===== src/rtl/turbo_enc_ctrl_pkg.sv =====
// turbo_pkg: shared constants and FSM state type for the turbo encoder
// sequencing controller.
//   K_MIN / K_MAX : legal code block size range
//   KW            : width of K and of interleaver addresses
//   TAIL_LEN      : trellis termination steps per constituent encoder
//   state_t       : controller FSM states
package turbo_pkg;

   localparam int K_MIN    = 40;
   localparam int K_MAX    = 6144;
   localparam int KW       = 13;
   localparam int TAIL_LEN = 3;

   typedef enum logic [2:0] {
      IDLE,
      LOAD,
      RUN,
      TAIL1,
      TAIL2,
      DONE
   } state_t;

endpackage


===== src/rtl/turbo_enc_ctrl_if.sv =====
// turbo_enc_ctrl_if: host and datapath signals of the turbo encoder controller.
//   blk_start/blk_k/f1/f2 : block start request and its configuration
//   in_empty/out_full     : systematic input FIFO and output FIFO status
//   in_rd                 : pop one bit from the systematic input FIFO
//   enc_en                : data_ready to both constituent encoders
//   enc1_term/enc2_term   : termination mode for encoder 1 / encoder 2
//   il_addr/il_vld        : interleaver read address and its valid strobe
//   busy/done/cfg_err     : block status towards the host
// Modports: master = host/datapath side, slave = controller side.
interface turbo_enc_ctrl_if #(
   parameter int KW = turbo_pkg::KW
);

   logic          blk_start;
   logic [KW-1:0] blk_k;
   logic [8:0]    f1;
   logic [9:0]    f2;
   logic          in_empty;
   logic          out_full;
   logic          in_rd;
   logic          enc_en;
   logic          enc1_term;
   logic          enc2_term;
   logic [KW-1:0] il_addr;
   logic          il_vld;
   logic          busy;
   logic          done;
   logic          cfg_err;

   modport master (
      output blk_start, blk_k, f1, f2, in_empty, out_full,
      input  in_rd, enc_en, enc1_term, enc2_term, il_addr, il_vld,
             busy, done, cfg_err
   );

   modport slave (
      input  blk_start, blk_k, f1, f2, in_empty, out_full,
      output in_rd, enc_en, enc1_term, enc2_term, il_addr, il_vld,
             busy, done, cfg_err
   );

endinterface


===== src/rtl/turbo_enc_ctrl_qpp.sv =====
// qpp_addr_gen: QPP interleaver address generator.
// Produces pi(i) = (f1*i + f2*i^2) mod K incrementally without multipliers:
// pi advances by g, g advances by d = 2*f2 mod K, starting from
// pi(0)=0 and g(0)=(f1+f2) mod K.
//   clk, aclr : clock and asynchronous active-low reset
//   load      : initialise pi/g/d for a new block
//   adv       : step to the next address
//   k, f1, f2 : latched block configuration (f1, f2 < k)
//   pi        : current interleaver address
module qpp_addr_gen #(
   parameter int KW = 13
) (
   input  logic          clk,
   input  logic          aclr,
   input  logic          load,
   input  logic          adv,
   input  logic [KW-1:0] k,
   input  logic [KW-1:0] f1,
   input  logic [KW-1:0] f2,
   output logic [KW-1:0] pi
);

   logic [KW-1:0] g;
   logic [KW-1:0] d;

   // Both operands are already below m, so the sum is below 2m and a single
   // conditional subtract in KW+1 bits brings it back into range.
   function automatic logic [KW-1:0] mod_add(input logic [KW-1:0] a,
                                             input logic [KW-1:0] b,
                                             input logic [KW-1:0] m);
      logic [KW:0] s;
      s = {1'b0, a} + {1'b0, b};
      if (s >= {1'b0, m}) begin
         s = s - {1'b0, m};
      end
      return s[KW-1:0];
   endfunction

   // pi/g/d recurrence: load seeds the first difference terms, each advance
   // moves pi by the first difference and the first difference by the second.
   always_ff @(posedge clk or negedge aclr) begin
      if (!aclr) begin
         pi <= '0;
         g  <= '0;
         d  <= '0;
      end else if (load) begin
         pi <= '0;
         g  <= mod_add(f1, f2, k);
         d  <= mod_add(f2, f2, k);
      end else if (adv) begin
         pi <= mod_add(pi, g, k);
         g  <= mod_add(g, d, k);
      end
   end

endmodule


===== src/rtl/turbo_enc_ctrl.sv =====
// turbo_enc_ctrl: sequencing controller for the turbo encoder datapath.
// Accepts one code block of K bits, throttles the systematic input FIFO and
// both constituent encoders against FIFO status, drives the QPP interleaver
// address for encoder 2 and runs trellis termination on encoder 1 then 2.
//   clk  : single clock, rising edge
//   aclr : asynchronous active-low reset
//   bus  : turbo_enc_ctrl_if.slave (host config/status + datapath strobes)
module turbo_enc_ctrl
   import turbo_pkg::*;
#(
   parameter int KW       = turbo_pkg::KW,
   parameter int TAIL_LEN = turbo_pkg::TAIL_LEN
) (
   input logic             clk,
   input logic             aclr,
   turbo_enc_ctrl_if.slave bus
);

   localparam int TW = $clog2(TAIL_LEN + 1);

   state_t        state;
   state_t        state_nxt;
   logic [KW-1:0] k_reg;
   logic [KW-1:0] f1_reg;
   logic [KW-1:0] f2_reg;
   logic [KW-1:0] bit_cnt;
   logic [TW-1:0] tail_cnt;
   logic [KW-1:0] pi;
   logic          cfg_ok;
   logic          start_ok;
   logic          bit_last;
   logic          tail_last;
   logic          step;
   logic          load;
   logic          in_rd;
   logic          enc_en;
   logic          enc1_term;
   logic          enc2_term;
   logic          cfg_err_q;

   assign cfg_ok = (bus.blk_k >= KW'(K_MIN)) && (bus.blk_k <= KW'(K_MAX)) &&
                   (bus.blk_k[2:0] == 3'd0) &&
                   (KW'(bus.f1) < bus.blk_k) && (KW'(bus.f2) < bus.blk_k);

   assign start_ok  = (state == IDLE) && bus.blk_start && cfg_ok;
   assign bit_last  = (bit_cnt == k_reg - KW'(1));
   assign tail_last = (tail_cnt == TW'(TAIL_LEN - 1));

   // Next-state and strobe decode. Strobes are combinational on the FIFO
   // status so a step and its pop/enable land in the same cycle; the term
   // flags stay high through stalls so the encoders never leave tail mode
   // early.
   always_comb begin
      state_nxt = state;
      step      = 1'b0;
      load      = 1'b0;
      in_rd     = 1'b0;
      enc_en    = 1'b0;
      enc1_term = 1'b0;
      enc2_term = 1'b0;
      case (state)
         IDLE: begin
            if (start_ok) begin
               state_nxt = LOAD;
            end
         end
         LOAD: begin
            load      = 1'b1;
            state_nxt = RUN;
         end
         RUN: begin
            step   = !bus.in_empty && !bus.out_full;
            in_rd  = step;
            enc_en = step;
            if (step && bit_last) begin
               state_nxt = TAIL1;
            end
         end
         TAIL1: begin
            step      = !bus.out_full;
            enc_en    = step;
            enc1_term = 1'b1;
            if (step && tail_last) begin
               state_nxt = TAIL2;
            end
         end
         TAIL2: begin
            step      = !bus.out_full;
            enc_en    = step;
            enc2_term = 1'b1;
            if (step && tail_last) begin
               state_nxt = DONE;
            end
         end
         DONE: begin
            state_nxt = IDLE;
         end
         default: begin
            state_nxt = IDLE;
         end
      endcase
   end

   // State, block configuration and progress counters. The configuration is
   // captured together with the accepted start because the host may change
   // blk_k/f1/f2 as soon as the request has been taken. The tail counter is
   // kept at zero outside the tail states so each tail phase starts fresh.
   always_ff @(posedge clk or negedge aclr) begin
      if (!aclr) begin
         state     <= IDLE;
         k_reg     <= '0;
         f1_reg    <= '0;
         f2_reg    <= '0;
         bit_cnt   <= '0;
         tail_cnt  <= '0;
         cfg_err_q <= 1'b0;
      end else begin
         state     <= state_nxt;
         cfg_err_q <= (state == IDLE) && bus.blk_start && !cfg_ok;
         if (start_ok) begin
            k_reg  <= bus.blk_k;
            f1_reg <= KW'(bus.f1);
            f2_reg <= KW'(bus.f2);
         end
         if (load) begin
            bit_cnt <= '0;
         end else if (in_rd) begin
            bit_cnt <= bit_cnt + KW'(1);
         end
         if ((state != TAIL1) && (state != TAIL2)) begin
            tail_cnt <= '0;
         end else if (step) begin
            tail_cnt <= tail_last ? '0 : tail_cnt + TW'(1);
         end
      end
   end

   qpp_addr_gen #(
      .KW(KW)
   ) u_qpp (
      .clk (clk),
      .aclr(aclr),
      .load(load),
      .adv (in_rd),
      .k   (k_reg),
      .f1  (f1_reg),
      .f2  (f2_reg),
      .pi  (pi)
   );

   assign bus.in_rd     = in_rd;
   assign bus.enc_en    = enc_en;
   assign bus.enc1_term = enc1_term;
   assign bus.enc2_term = enc2_term;
   assign bus.il_addr   = pi;
   assign bus.il_vld    = in_rd;
   assign bus.busy      = (state != IDLE);
   assign bus.done      = (state == DONE);
   assign bus.cfg_err   = cfg_err_q;

endmodule

===== src/flat_wrapper.sv =====
// flat-port wrapper written by rule: the top's interface ports become plain ports
module turbo_enc_ctrl_flat import turbo_pkg::*;
#(
   parameter int KW       = turbo_pkg::KW,
   parameter int TAIL_LEN = turbo_pkg::TAIL_LEN
)
  (clk, aclr, bus_blk_start, bus_blk_k, bus_f1, bus_f2, bus_in_empty, bus_out_full, bus_in_rd, bus_enc_en, bus_enc1_term, bus_enc2_term, bus_il_addr, bus_il_vld, bus_busy, bus_done, bus_cfg_err);
  turbo_enc_ctrl_if #(.KW(KW)) bus_i ();
  input logic clk;
  input logic aclr;
  input wire logic [$bits(bus_i.blk_start)-1:0] bus_blk_start;
  input wire logic [$bits(bus_i.blk_k)-1:0] bus_blk_k;
  input wire logic [$bits(bus_i.f1)-1:0] bus_f1;
  input wire logic [$bits(bus_i.f2)-1:0] bus_f2;
  input wire logic [$bits(bus_i.in_empty)-1:0] bus_in_empty;
  input wire logic [$bits(bus_i.out_full)-1:0] bus_out_full;
  output wire logic [$bits(bus_i.in_rd)-1:0] bus_in_rd;
  output wire logic [$bits(bus_i.enc_en)-1:0] bus_enc_en;
  output wire logic [$bits(bus_i.enc1_term)-1:0] bus_enc1_term;
  output wire logic [$bits(bus_i.enc2_term)-1:0] bus_enc2_term;
  output wire logic [$bits(bus_i.il_addr)-1:0] bus_il_addr;
  output wire logic [$bits(bus_i.il_vld)-1:0] bus_il_vld;
  output wire logic [$bits(bus_i.busy)-1:0] bus_busy;
  output wire logic [$bits(bus_i.done)-1:0] bus_done;
  output wire logic [$bits(bus_i.cfg_err)-1:0] bus_cfg_err;
  assign bus_i.blk_start = bus_blk_start;
  assign bus_i.blk_k = bus_blk_k;
  assign bus_i.f1 = bus_f1;
  assign bus_i.f2 = bus_f2;
  assign bus_i.in_empty = bus_in_empty;
  assign bus_i.out_full = bus_out_full;
  assign bus_in_rd = bus_i.in_rd;
  assign bus_enc_en = bus_i.enc_en;
  assign bus_enc1_term = bus_i.enc1_term;
  assign bus_enc2_term = bus_i.enc2_term;
  assign bus_il_addr = bus_i.il_addr;
  assign bus_il_vld = bus_i.il_vld;
  assign bus_busy = bus_i.busy;
  assign bus_done = bus_i.done;
  assign bus_cfg_err = bus_i.cfg_err;
  turbo_enc_ctrl #(.KW(KW), .TAIL_LEN(TAIL_LEN)) u_core (.clk(clk), .aclr(aclr), .bus(bus_i));
endmodule

===== config.mk =====
export PLATFORM = sky130hd
export DESIGN_NAME = turbo_enc_ctrl_flat
export DESIGN_NICKNAME = d
export VERILOG_FILES = /design/src/rtl/turbo_enc_ctrl_pkg.sv /design/src/rtl/turbo_enc_ctrl_if.sv /design/src/rtl/turbo_enc_ctrl_qpp.sv /design/src/rtl/turbo_enc_ctrl.sv /design/src/flat_wrapper.sv
export SDC_FILE = /design/constraint.sdc
export NUM_CORES = 1
export LEC_CHECK = 0
export CAP_MARGIN = 40
export CORE_AREA = 5 5 157 159
export CTS_BUF_LIST = sky130_fd_sc_hd__clkbuf_8 sky130_fd_sc_hd__clkbuf_16
export CTS_CLUSTER_DIAMETER = 40
export DETAILED_ROUTE_END_ITERATION = 12
export DIE_AREA = 0 0 162 164
export GPL_TIMING_DRIVEN = 0
export SYNTH_ARGS = -nofsm -noshare
export SYNTH_HDL_FRONTEND = slang
export SYNTH_HIERARCHICAL = 1
export SYNTH_SLANG_ARGS = --single-unit

===== constraint.sdc =====
create_clock -name clk -period 7.1 [get_ports clk]
set_input_delay 1.42 -clock clk [delete_from_list [all_inputs] [get_ports clk]]
set_output_delay 1.42 -clock clk [all_outputs]
set_load 0.03 [all_outputs]

==> run_results.csv <==
group,metric,value,unit
clock_tree,post_cts_resized,0,
timing,worstMarginPinSlew,0.8443,ns
synth,synth_top_family_by_area,"compound AO/OA/AOI/OAI gates",
global_route,grt_max_degree,49,
drt,avgViaCountPerCell,5.555,
clock_tree,clk_pin_slew,0.07,ns
synth,seq_area_frac_synth,24.79,%
timing,post-route-period-util,66.81,%
synth,synthesis.area,9086,sq um
synth,yosysWarnings,6,
timing,skew,0.01728,ns
setup_path,arrival,3.32,ns
setup_path,start_kind,"input port",
floorplanning,initial_core_util,39.30,%
synth,ys_seq_elements,90,
run,drv_cap,0,
synth,synth-simple-area-share,17.35,%
synth,synth_cells,1042,
synth,ys_top_cells_by_area,"dfrtp_1 25%, ha_1 15%, xnor2_1 5.1%",
setup_path,crit_fanout,11,
timing,finalMaxSlewViolations,0,
timing,clock.fmax,210.8,MHz
clock_tree,cts-buffers-inserted,9,
floorplanning,fp.dieW,162,um
global_route,overflow,0,
global_route,grt_pass1_vias,7709,
placement,place_congestion,0.9162,
drt,drt-pass1-iter-count,4,
timing,hold_violations,0,
drt,ant_nets,0,
setup_path,worstSetupEndpoint,"bus_enc_en",
synth,synth_cell_type_count,80,
placement,portBuffers,56,
setup_path,regToRegStartpoint,"u_core/f2_reg[0]",
setup_path,rr_endpoint,"u_core/u_qpp/g[6]",
synth,synth_compound_area_share,21.01,%
synth,synthMostInstantiatedCell,"nor2_1",
timing,tns,0,ns
cells_and_area,n_antenna_cell,0,
floorplanning,dieArea,26570,sq um
synth,ys.flop_type,"dfrtp_1",
drt,drt_wl_total,25610,um
run_status,status,"complete, no violations",
setup_path,worstSetupEndpointType,"primary output",
clock_tree,holdBufCountCts,0,
setup_path,required,5.68,ns
cells_and_area,final_nets,1277,
clock_tree,post_cts_buffers,0,
drt,vias,7877,
placement,dp_hpwl,20210,um
clock_tree,cts-root-buf,"clkbuf_16",
synth,synth_xor_area_share,8.772,%
setup_path,critical_path_class,"input port to primary output",
synth,synthAdderAreaFrac,16.69,%
drt,drc_errors,0,
floorplanning,core_area,23120,sq um
synth,syn_area_per_cell,8.720,sq um
global_route,grt_pass1_wl,40790,um
cells_and_area,drive_gt1_share,6.738,%
synth,synth_top_area_share,24.79,%
synth,yosysTopAreaCell,"dfrtp_1",
global_route,grt_usage,19.39,%
synth,synth_edf_count,0,
clock_tree,htreeDepth,3,
clock_tree,clock_sinks,90,
timing,rsz0062_at_grt,"false",
synth,netlist_top_cells_count,"118 x nor2_1, 110 x ha_1, 90 x dfrtp_1",
floorplanning,core.rowCount,56,
clock_tree,clk_path_buf_depth,2,
setup_path,rr_worst_depth,19,
synth,synthMuxAreaShare,7.271,%
setup_path,rrSetupSlack,2.41,ns
timing,relSlewSlack,42.98,%
floorplanning,dieHeight,164,um
drt,wl_per_cell,18.06,um
global_route,antenna_found_initial,0,
worst_hold_path,hold_class,"flop to flop",
floorplanning,design.portCount,58,
timing,setup_viol,0,
setup_path,crit_start,"bus_in_empty",
clock_tree,cts_tree,"yes",
clock_tree,clock_latency,0.36,ns
drt,drtIter0Drc,353,
cells_and_area,areaGrowthSynthToFinish,14.35,%
synth,synthArstFlopShare,100.0,%
timing,fin_crit,4.743,ns
## cells in the final DEF, fill, tap and decap left out, drive strengths merged, types with 7 or more instances in the layout
master / count
nor2b: 19
a21oi: 81
nand4: 13
dfrtp: 90
or3: 7
o21a: 17
or2: 12
clkbuf: 28
mux2: 28
fa: 7
nor3: 26
o21bai: 7
nand3: 26
inv: 61
conb: 14
nor2: 118
nand2: 53
clkdlybuf4s50: 55
and3: 10
a211oi: 25
o21ai: 49
mux2i: 27
a21o: 22
xor2: 38
nor4: 7
nand2b: 9
ha: 110
buf: 13
o31ai: 8
xnor2: 53
## kinds of logic (layout without fill, tap and decap cells)
kind of cell,count (synthesis),count (layout)
and+or+nand+nor,319,319
AOI/OAI and AO/OA,281,281
adders and majority gates,117,117
xor gates and xnor gates,91,91
DFF,90,90
buffers and inverters,88,161
muxes,55,55
other,1,14
## final cells by class
type,instances,area [sq um]
clock inverter,7,81.33
timing repair buffer,57,585.6
fill,2312,12730
clock buffer,9,225.2
tap,290,362.8
multi-input combinational,877,6513
sequential,90,2252
buffer,30,152.6
inverter,58,217.7
## how the worst min path moves through the flow
stage,end,depth (start not counted),from
floorplan,u_core/u_qpp/d[3],1,u_core/u_qpp/d[3]
global placement,u_core/u_qpp/d[0],2,u_core/u_qpp/d[0]
detailed placement,u_core/f1_reg[3],1,u_core/f1_reg[3]
CTS,u_core/u_qpp/pi[11],2,u_core/u_qpp/pi[11]
global route,u_core/f1_reg[7],1,u_core/f1_reg[7]
finish,u_core/u_qpp/pi[11],2,u_core/u_qpp/pi[11]
## per-layer routing
metal  vias to the layer above  GRT usage [%]  share of wire, %
li1                       3942              -                 -
met1                      3758          26.02                48
met2                       147          32.78                46
met3                        30          2.484               3.6
met4                         0          5.882               2.1
met5                         -              0                 0
## metrics by stage
step                      setup slack [ns]  utilization, %  hold WS, ns  instances  instance area [sq um]
after CTS                            2.336           44.94       0.5366       1418                  10390
after global placement               1.009           43.50       0.5078       1401                  10060
after detailed placement             2.340           43.61       0.5160       1402                  10080
after floorplan                      2.960               -       0.4878       1055                   9135
final                                2.357           44.94       0.5333       1418                  10390
after global routing                 2.154           44.94       0.5498       1418                  10390
## worst max-delay path: stages
cell	delay [ns]
clkdlybuf4s50_1	0.44
nor4_4	0.58
o21bai_1	0.20
clkdlybuf4s50_1	0.68
Power is not shown: default switching activity piles up to over one toggle a cycle in this logic, so the estimate is an artifact.
==> RTL edit, RTL diff (same settings) <==
The package constant `K_MAX` goes from 6144 to 3072.
--- a/src/rtl/turbo_enc_ctrl_pkg.sv
+++ b/src/rtl/turbo_enc_ctrl_pkg.sv
@@ -7,7 +7,7 @@
 package turbo_pkg;
 
    localparam int K_MIN    = 40;
-   localparam int K_MAX    = 6144;
+   localparam int K_MAX    = 3072;
    localparam int KW       = 13;
    localparam int TAIL_LEN = 3;
 
Check against the original RTL: not equivalent (Yosys sat finds a counterexample within 4 cycles, from zero or initial values).
==> RTL edit against the unedited design <==
Synthesized area down 0.85%. Non-clock buffer count shrank 3. Highest routed layer unchanged. Final area down 0.57%. Sequential cell count unchanged. Setup slack got worse by 150 ps. Routed wire length down 0.66%. Clock skew down 6.4 ps.
Power is left out: the tool's default activity adds up to more than one toggle a clock period on the data nets, which glitch-free logic cannot reach.
==> RTL edit: results (changes against the unedited design) <==
stage;metric;value;unit;change
yosys;avgSynthCellArea;8.696;um^2;-0.28%
routing;route.met2.wl;11470;um;-2.9%
yosys;synth_adder_area_share;16.83;%;+0.14 points
routing;drt-pass1-iter-count;4;;unchanged
worst_setup_path;crit_fanout;10;;-1
final_layout;post_route_cells_drive_above_1_share;5.432;%;-1.3 points
routing;wl_met3;1231;um;+32%
worst_setup_path;critPathMaxStageDelay;680;ps;about the same
worst_hold_path;min_path_type;register to register;;
clock_tree;htreeDepth;3;;unchanged
worst_setup_path;cp_top_family;buffers and inverters;;
place;place.gp.congestion;0.8931;;-2.5%
global_routing;grt_pass1_wl;40760;um;about the same
place;io_buffers;57;;+1.8%
global_routing;use_met1;26.91;%;+0.89 points
timing;max_slew_margin;49.59;%;+6.6 points
yosys;synth_area_leaders;dfrtp_1 25%, ha_1 15%, xnor2_1 5.3%;;
place;placed_cells;1397;;-0.36%
clock_tree;cts_resized;0;;unchanged
clock_tree;clkSlewWorstSetupHoldPaths;70;ps;about the same
status;status;completed;;
clock_tree;max-clock-path-buffers;2;;unchanged
yosys;muxShareOfSynthArea;7.028;%;-0.24 points
timing;clock_skew;10.91;ps;-6.369 ps
yosys;synthArstFlopShare;100.0;%;unchanged
yosys;ys.warnings.count;6;;unchanged
routing;wl_per_cell;18.01;um;-0.30%
final_layout;fillers;2316;;+0.17%
routing;drt_wl_total;25440;um;-0.66%
place;dp_hpwl;19940;um;-1.3%
run;cap_viol_max_count;0;;unchanged
routing;vias;7895;;+0.23%
global_routing;grt_use_met2;31.74;%;-1.0 points
global_routing;grt.total_usage;19.45;%;+0.058 points
global_routing;grt_pass1_vias;7628;;-1.1%
yosys;ys_top_cells_by_count;114 x nor2_1, 110 x ha_1, 93 x a21oi_1, 90 x dfrtp_1, 56 x inv_1;;
yosys;ys.flop_type;dfrtp_1;;
place;place_ws;2191;ps;-148.9 ps
yosys;synth_compound_area_share;20.96;%;-0.055 points
yosys;ys_types;84;;+5.0%
clock_tree;root_buffer;clkbuf_16;;
yosys;synth_xor_area_share;8.167;%;-0.61 points
routing;drt_iter0_drc;507;;+44%
worst_setup_path;critPathSlowestCell;clkdlybuf4s50_1;;
clock_tree;cts_setup_buffers;0;;unchanged
global_routing;use_met3;2.459;%;-0.025 points
final_layout;num_antenna_cells;0;;unchanged
clock_tree;worstSkewPairLatency;360;ps;about the same
final_layout;fin_nets;1272;;-0.39%
place;placedInstanceArea;0.01002;mm^2;-0.67%
worst_setup_path;worst-endpoint-arrival;3470;ps;+150 ps
routing;met1_length;12090;um;-1.9%
global_routing;grt_max_degree;58;;+18%
routing;top_layer_used;met4;;
yosys;seq_area_frac_synth;25.00;%;+0.21 points
global_routing;antenna_found_initial;0;;unchanged
## RTL edit: path summary, 6_finish.rpt
kind	start	end	slack, ps	cells past startpoint
min in group asynchronous	aclr	u_core/f2_reg[8]	1020	1
max in group asynchronous	aclr	u_core/u_qpp/pi[5]	5390	2
hold reg to reg	u_core/f1_reg[6]	u_core/f1_reg[6]	500	1
hold / removal	u_core/f1_reg[6]	u_core/f1_reg[6]	500	1
setup / recovery	bus_in_empty	bus_enc_en	2210	6
setup reg to reg	u_core/f2_reg[0]	u_core/u_qpp/g[8]	2520	19
## RTL edit: area by class of cell
| type | count | area, um^2 | share of cell area (%) |
|---|---|---|---|
| sequential | 90 | 2252 | 21.80 |
| inverter | 56 | 210.2 | 2.035 |
| clock inverter | 6 | 76.32 | 0.7388 |
| tap | 290 | 362.8 | 3.512 |
| multi-input combinational | 877 | 6466 | 62.59 |
| buffer | 26 | 128.9 | 1.247 |
| timing repair buffer | 58 | 595.6 | 5.765 |
| clock buffer | 10 | 239.0 | 2.313 |
